--- src/rtl/bsg_trace_recorder.sv ---
// Channel sink that records DUT packets as {op, payload} trace records.
// Idle gaps become CycleInit/CycleDec pairs; finish closes with Done/Finish.
module bsg_trace_recorder
  #(parameter int payload_width_p  = 80
   ,parameter int rom_addr_width_p = 6
   ,parameter int counter_width_p  =
      (payload_width_p < 16) ? payload_width_p : 16
   )
  (input  logic                          clk_i
  ,input  logic                          reset_n_i
  ,input  logic                          en_i
  ,input  logic                          v_i
  ,input  logic [payload_width_p-1:0]    data_i
  ,output logic                          ready_o
  ,input  logic                          finish_i
  ,output logic                          mem_v_o
  ,output logic [rom_addr_width_p-1:0]   mem_addr_o
  ,output logic [payload_width_p+4-1:0]  mem_data_o
  ,output logic                          done_o
  ,output logic                          error_o
  );

  localparam logic [2:0] s_cap    = 3'd0;
  localparam logic [2:0] s_w_dec  = 3'd1;
  localparam logic [2:0] s_w_data = 3'd2;
  localparam logic [2:0] s_w_done = 3'd3;
  localparam logic [2:0] s_w_fin  = 3'd4;
  localparam logic [2:0] s_done   = 3'd5;

  localparam logic [3:0] op_receive = 4'd2;
  localparam logic [3:0] op_done    = 4'd3;
  localparam logic [3:0] op_finish  = 4'd4;
  localparam logic [3:0] op_cyc_dec = 4'd5;
  localparam logic [3:0] op_cyc_ini = 4'd6;

  localparam int unsigned depth_lp = 1 << rom_addr_width_p;
  // Last address that still leaves 3 slots for a Receive plus 2 for closing.
  localparam logic [rom_addr_width_p-1:0] room_max_lp =
    rom_addr_width_p'(depth_lp - 5);

  logic [2:0]                   state_r, state_n;
  logic [rom_addr_width_p-1:0]  addr_r;
  logic [counter_width_p-1:0]   gap_r, gap_n;
  logic [payload_width_p-1:0]   hold_r, hold_n;
  logic                         gap_only_r, gap_only_n;
  logic                         error_r, error_n;

  logic                         room, gap_full, hs, wr;
  logic [3:0]                   op;
  logic [payload_width_p-1:0]   pay;

  assign room     = (addr_r <= room_max_lp);
  assign gap_full = &gap_r;
  assign ready_o  = reset_n_i & (state_r == s_cap)
                  & en_i & ~finish_i & room;
  assign hs       = v_i & ready_o;

  always_comb begin
    state_n    = state_r;
    gap_n      = gap_r;
    hold_n     = hold_r;
    gap_only_n = gap_only_r;
    error_n    = error_r;
    wr         = 1'b0;
    op         = op_receive;
    pay        = '0;
    unique case (state_r)
      s_cap: begin
        if (hs && (gap_r == '0)) begin
          wr  = 1'b1;
          pay = data_i;
        end else if (hs) begin
          wr         = 1'b1;
          op         = op_cyc_ini;
          pay        = payload_width_p'(gap_r);
          hold_n     = data_i;
          gap_n      = '0;
          gap_only_n = 1'b0;
          state_n    = s_w_dec;
        end else if (en_i & room & gap_full) begin
          wr         = 1'b1;
          op         = op_cyc_ini;
          pay        = payload_width_p'(gap_r);
          gap_n      = '0;
          gap_only_n = 1'b1;
          state_n    = s_w_dec;
        end else if (en_i & finish_i) begin
          gap_n   = '0;
          state_n = s_w_done;
        end else if (en_i & ~room) begin
          error_n = 1'b1;
          state_n = s_w_done;
        end else if (en_i) begin
          gap_n = gap_r + counter_width_p'(1);
        end
      end
      s_w_dec: begin
        wr      = 1'b1;
        op      = op_cyc_dec;
        state_n = gap_only_r ? s_cap : s_w_data;
      end
      s_w_data: begin
        wr      = 1'b1;
        pay     = hold_r;
        state_n = s_cap;
      end
      s_w_done: begin
        wr      = 1'b1;
        op      = op_done;
        state_n = s_w_fin;
      end
      s_w_fin: begin
        wr      = 1'b1;
        op      = op_finish;
        state_n = s_done;
      end
      s_done: begin
        state_n = s_done;
      end
      default: begin
        state_n = s_cap;
      end
    endcase
  end

  assign mem_v_o    = reset_n_i & wr;
  assign mem_addr_o = addr_r;
  assign mem_data_o = {op, pay};
  assign done_o     = (state_r == s_done);
  assign error_o    = error_r;

  always_ff @(posedge clk_i or negedge reset_n_i) begin
    if (!reset_n_i) begin
      state_r    <= s_cap;
      addr_r     <= '0;
      gap_r      <= '0;
      hold_r     <= '0;
      gap_only_r <= 1'b0;
      error_r    <= 1'b0;
    end else begin
      state_r    <= state_n;
      gap_r      <= gap_n;
      hold_r     <= hold_n;
      gap_only_r <= gap_only_n;
      error_r    <= error_n;
      if (wr)
        addr_r <= addr_r + rom_addr_width_p'(1);
    end
  end

endmodule

--- config.mk ---
export PLATFORM = sky130hd
export DESIGN_NAME = bsg_trace_recorder
export DESIGN_NICKNAME = d
export VERILOG_FILES = /design/src/rtl/bsg_trace_recorder.sv
export SDC_FILE = /design/constraint.sdc
export NUM_CORES = 1
export LEC_CHECK = 0
export CAP_MARGIN = 20
export CELL_PAD_IN_SITES_DETAIL_PLACEMENT = 1
export CELL_PAD_IN_SITES_GLOBAL_PLACEMENT = 1
export CORE_ASPECT_RATIO = 1.75
export CORE_UTILIZATION = 36
export DETAILED_ROUTE_END_ITERATION = 10
export PLACE_DENSITY_LB_ADDON = 0.1
export SLEW_MARGIN = 20
export SYNTH_ARGS = -nofsm -noshare
export SYNTH_HDL_FRONTEND = slang
export SYNTH_SLANG_ARGS = --single-unit
--- constraint.sdc ---
create_clock -name clk_i -period 3.6 [get_ports clk_i]
set_clock_uncertainty 0.1 [all_clocks]
set_input_delay 0.72 -clock clk_i [delete_from_list [all_inputs] [get_ports clk_i]]
set_output_delay 0.72 -clock clk_i [all_outputs]
set_load 0.005 [all_outputs]
==> flow_summary_export.csv <==
group,metric,value,unit
run_status,status,"complete, no violations",
placement,portBuffers,177,
setup_path,ff2ff_path_depth,7,
route,detailroute.via_count,4819,
timing,period_share,0.9849,
timing,drv_slew,0,
logic_synthesis,synthCells,472,
route,wl,18200,µm
clock_tree,clock_sinks,107,
route,ant_nets,0,
logic_synthesis,synth_edf_count,0,
logic_synthesis,ys_types,52,
power,leakagePower,0.003909,µW
clock_tree,htreeDepth,3,
clock_tree,clockBufferDepth,2,
min_path,whs_path_depth,1,
logic_synthesis,ys_seq_elements,107,
route,routedWlPerCell,20.90,µm
setup_path,crit_required,2780,ps
finish,finalNetCount,771,
setup_path,worstPathMaxFanout,7,
floorplanning,die_h,166.7,µm
global_route,antenna_found_initial,0,
setup_path,start_kind,"flop",
setup_path,r2r_slack,610,ps
clock_tree,clkTransAtPathRegs,70,ps
global_route,grt_max_degree,57,
logic_synthesis,ys_seq_area_frac,0.4796,
timing,fmaxAchievable,282.0,MHz
timing,hold_viol,0,
logic_synthesis,async_flop_share,1.000,
floorplanning,start_util,0.3725,
placement,dp_hpwl,13020,µm
logic_synthesis,synth_warnings,0,
logic_synthesis,synth_nets,560,
finish,drive_gt1_frac,0.2035,
setup_path,r2r_end,"hold_r[16]$_DFFE_PN0P_",
route,drtIter0Drc,145,
placement,dpl-instance-area,7722,µm²
floorplanning,num_io_pins,179,
placement,routabilityCongestion,0.8119,
clock_tree,cts_made_buffers,9,
logic_synthesis,synth_commonest_cells,"dfrtp_1 (107), mux2_1 (78), a22o_1 (77)",
route,via_per_inst,5.533,
floorplanning,die_x,96.14,µm
logic_synthesis,synth_top_area_frac,0.4796,
min_path,whs_endpoint,"hold_r[69]$_DFFE_PN0P_",
timing,max_slew_margin,0.4887,
power,power_density,621.9,nW/µm²
timing,worstMarginPinSlew,767.0,ps
min_path,hp-start,"hold_r[69]$_DFFE_PN0P_",
setup_path,path_class,"flop to primary output",
timing,period_minus_slack,3546,ps
logic_synthesis,synth.most_common_cell,"dfrtp_1",
global_route,grt_usage,0.2373,
clock_tree,cts_hold_buffers,0,
flow_run,drv_cap,0,
logic_synthesis,syn_avg_cell_area,11.83,µm²
clock_tree,root_buffer,"clkbuf_16",
logic_synthesis,ys.flop_type,"dfrtp_1",
finish,antennaDiodeCount,0,
route,drc,0,
floorplanning,fp-row-count,59,
finish,syn_to_final_growth,45.85,%
logic_synthesis,synth_largest_area_cell,"dfrtp_1",
global_route,grt-ovfl-total,0,
min_path,worst_hold_path_type,"flop to flop",
finish,utilization,0.5434,
clock_tree,cts_tree,"built",
route,drt_pass1_iterations,4,
clock_tree,clock_latency,350,ps
setup_path,worstReg2RegStart,"state_r[2]$_DFFE_PN0P_",
finish,fin_area,8143,µm²
setup_path,worst-endpoint-arrival,2730,ps
global_route,grt_pass1_wl,28890,µm
power,ir_worst_vdd,0.3196,mV
floorplanning,core,14990,µm²
logic_synthesis,synth.area.top_cells,"dfrtp_1 (48%), mux2_1 (16%), a22o_1 (12%)",
global_route,grt_pass1_vias,5452,
setup_path,cp-end-kind,"primary output",
logic_synthesis,syn_area,5583,µm²
floorplanning,die-area,16030,µm²
timing,finalSetupViolCount,0,
## flip-flops by register name (all words and copies together), names as in the netlist
register	cells
error_o	1
mem_addr_o	6
state_r	3
gap_r	16
gap_only_r	1
hold_r	80
## critical path: stages, from the launching register on
cell and delay [ps]:
dfrtp_1 390, or3_4 400, or4b_4 570, nor2_4 190, buf_12 130, buf_12 120, buf_4 140, a22o_1 130
a21o_1 90, dlygate4sd2_1 240
## through the flow
stage	hold WS, ps	total power (µW)	setup TNS [ps]	worst slack (ps)	instances
floorplan	324.4	3070	0	696.4	472
global placement	359.0	4110	-18390	-321.0	831
detailed placement	370.7	4212	-18180	-315.3	831
CTS	393.6	5102	-29.76	-29.76	868
global route	407.7	5408	-13.16	-13.16	871
finish	390.5	5064	0	54.24	871
## metal layers
metal	share of wire	wire, µm	GRT usage
met2	0.57	10290	0.4416
met4	0.035	633	0.1051
met5	0	0	0
met3	0.043	789	0.04292
met1	0.36	6492	0.2484
## cells in the final DEF, fill, tap and decap left out, types with 7 or more instances in the layout
cell	Yosys	layout
nor2_1	17	17
dlygate4sd2_1	0	44
buf_12	0	9
a21o_1	15	15
clkbuf_16	0	9
dfrtp_1	107	103
xor2_1	13	13
nand2_1	13	13
a22o_1	77	77
nand4_1	10	10
inv_1	9	9
nand3_1	9	8
a211oi_1	7	7
clkdlybuf4s50_1	0	93
clkbuf_2	1	27
buf_2	12	7
buf_4	1	47
mux2_1	78	78
## logic make-up (layout without fill, tap and decap cells)
logic type,Yosys count,after routing,share of synthesized area
AO/OA/AOI/OAI,133,133,0.1905
flip-flops,107,107,0.4796
multiplexers,83,83,0.1674
AND/OR/NAND/NOR,82,82,0.08270
buffers and inverters,47,263,0.04729
XOR/XNOR,16,16,0.02510
adder cells (fa/ha/maj),3,3,0.006724
other,1,1,0.0006717
## report_power, final
group	internal [µW]	leakage, µW	switching (µW)
registers	1720	0.00134	341
clock network	504	0.000143	489
logic	1120	0.00243	897
## how the worst max path moves through the flow
stage	startpoint	end	slack, ps	depth (start not counted)
2_1_floorplan	finish_i	mem_data_o[9]	700	7
3_3_place_gp	finish_i	mem_data_o[57]	-320	8
3_5_place_dp	finish_i	mem_data_o[48]	-320	8
4_1_cts	finish_i	mem_data_o[14]	-30	10
5_1_grt	gap_r[1]$_DFFE_PN0P_	mem_data_o[1]	-10	8
6_report	state_r[2]$_DFFE_PN0P_	mem_data_o[6]	50	9
## area by class of cell
type | count | area (µm²)
sequential | 107 | 2683
fill | 1606 | 6843
clock inverter | 6 | 56.30
tap | 183 | 229.0
inverter | 9 | 33.78
clock buffer | 10 | 239.0
multi-input combinational | 318 | 2703
timing repair buffer | 238 | 2200
## what timing repair did
item	4_1_cts	5_1_grt
resized for setup	120	63
cloned	3	0
pin swaps	15	11
endpoints found under the setup margin	82	53
buffers inserted	18	4
Note: power is estimated with default switching activity, not from simulation.
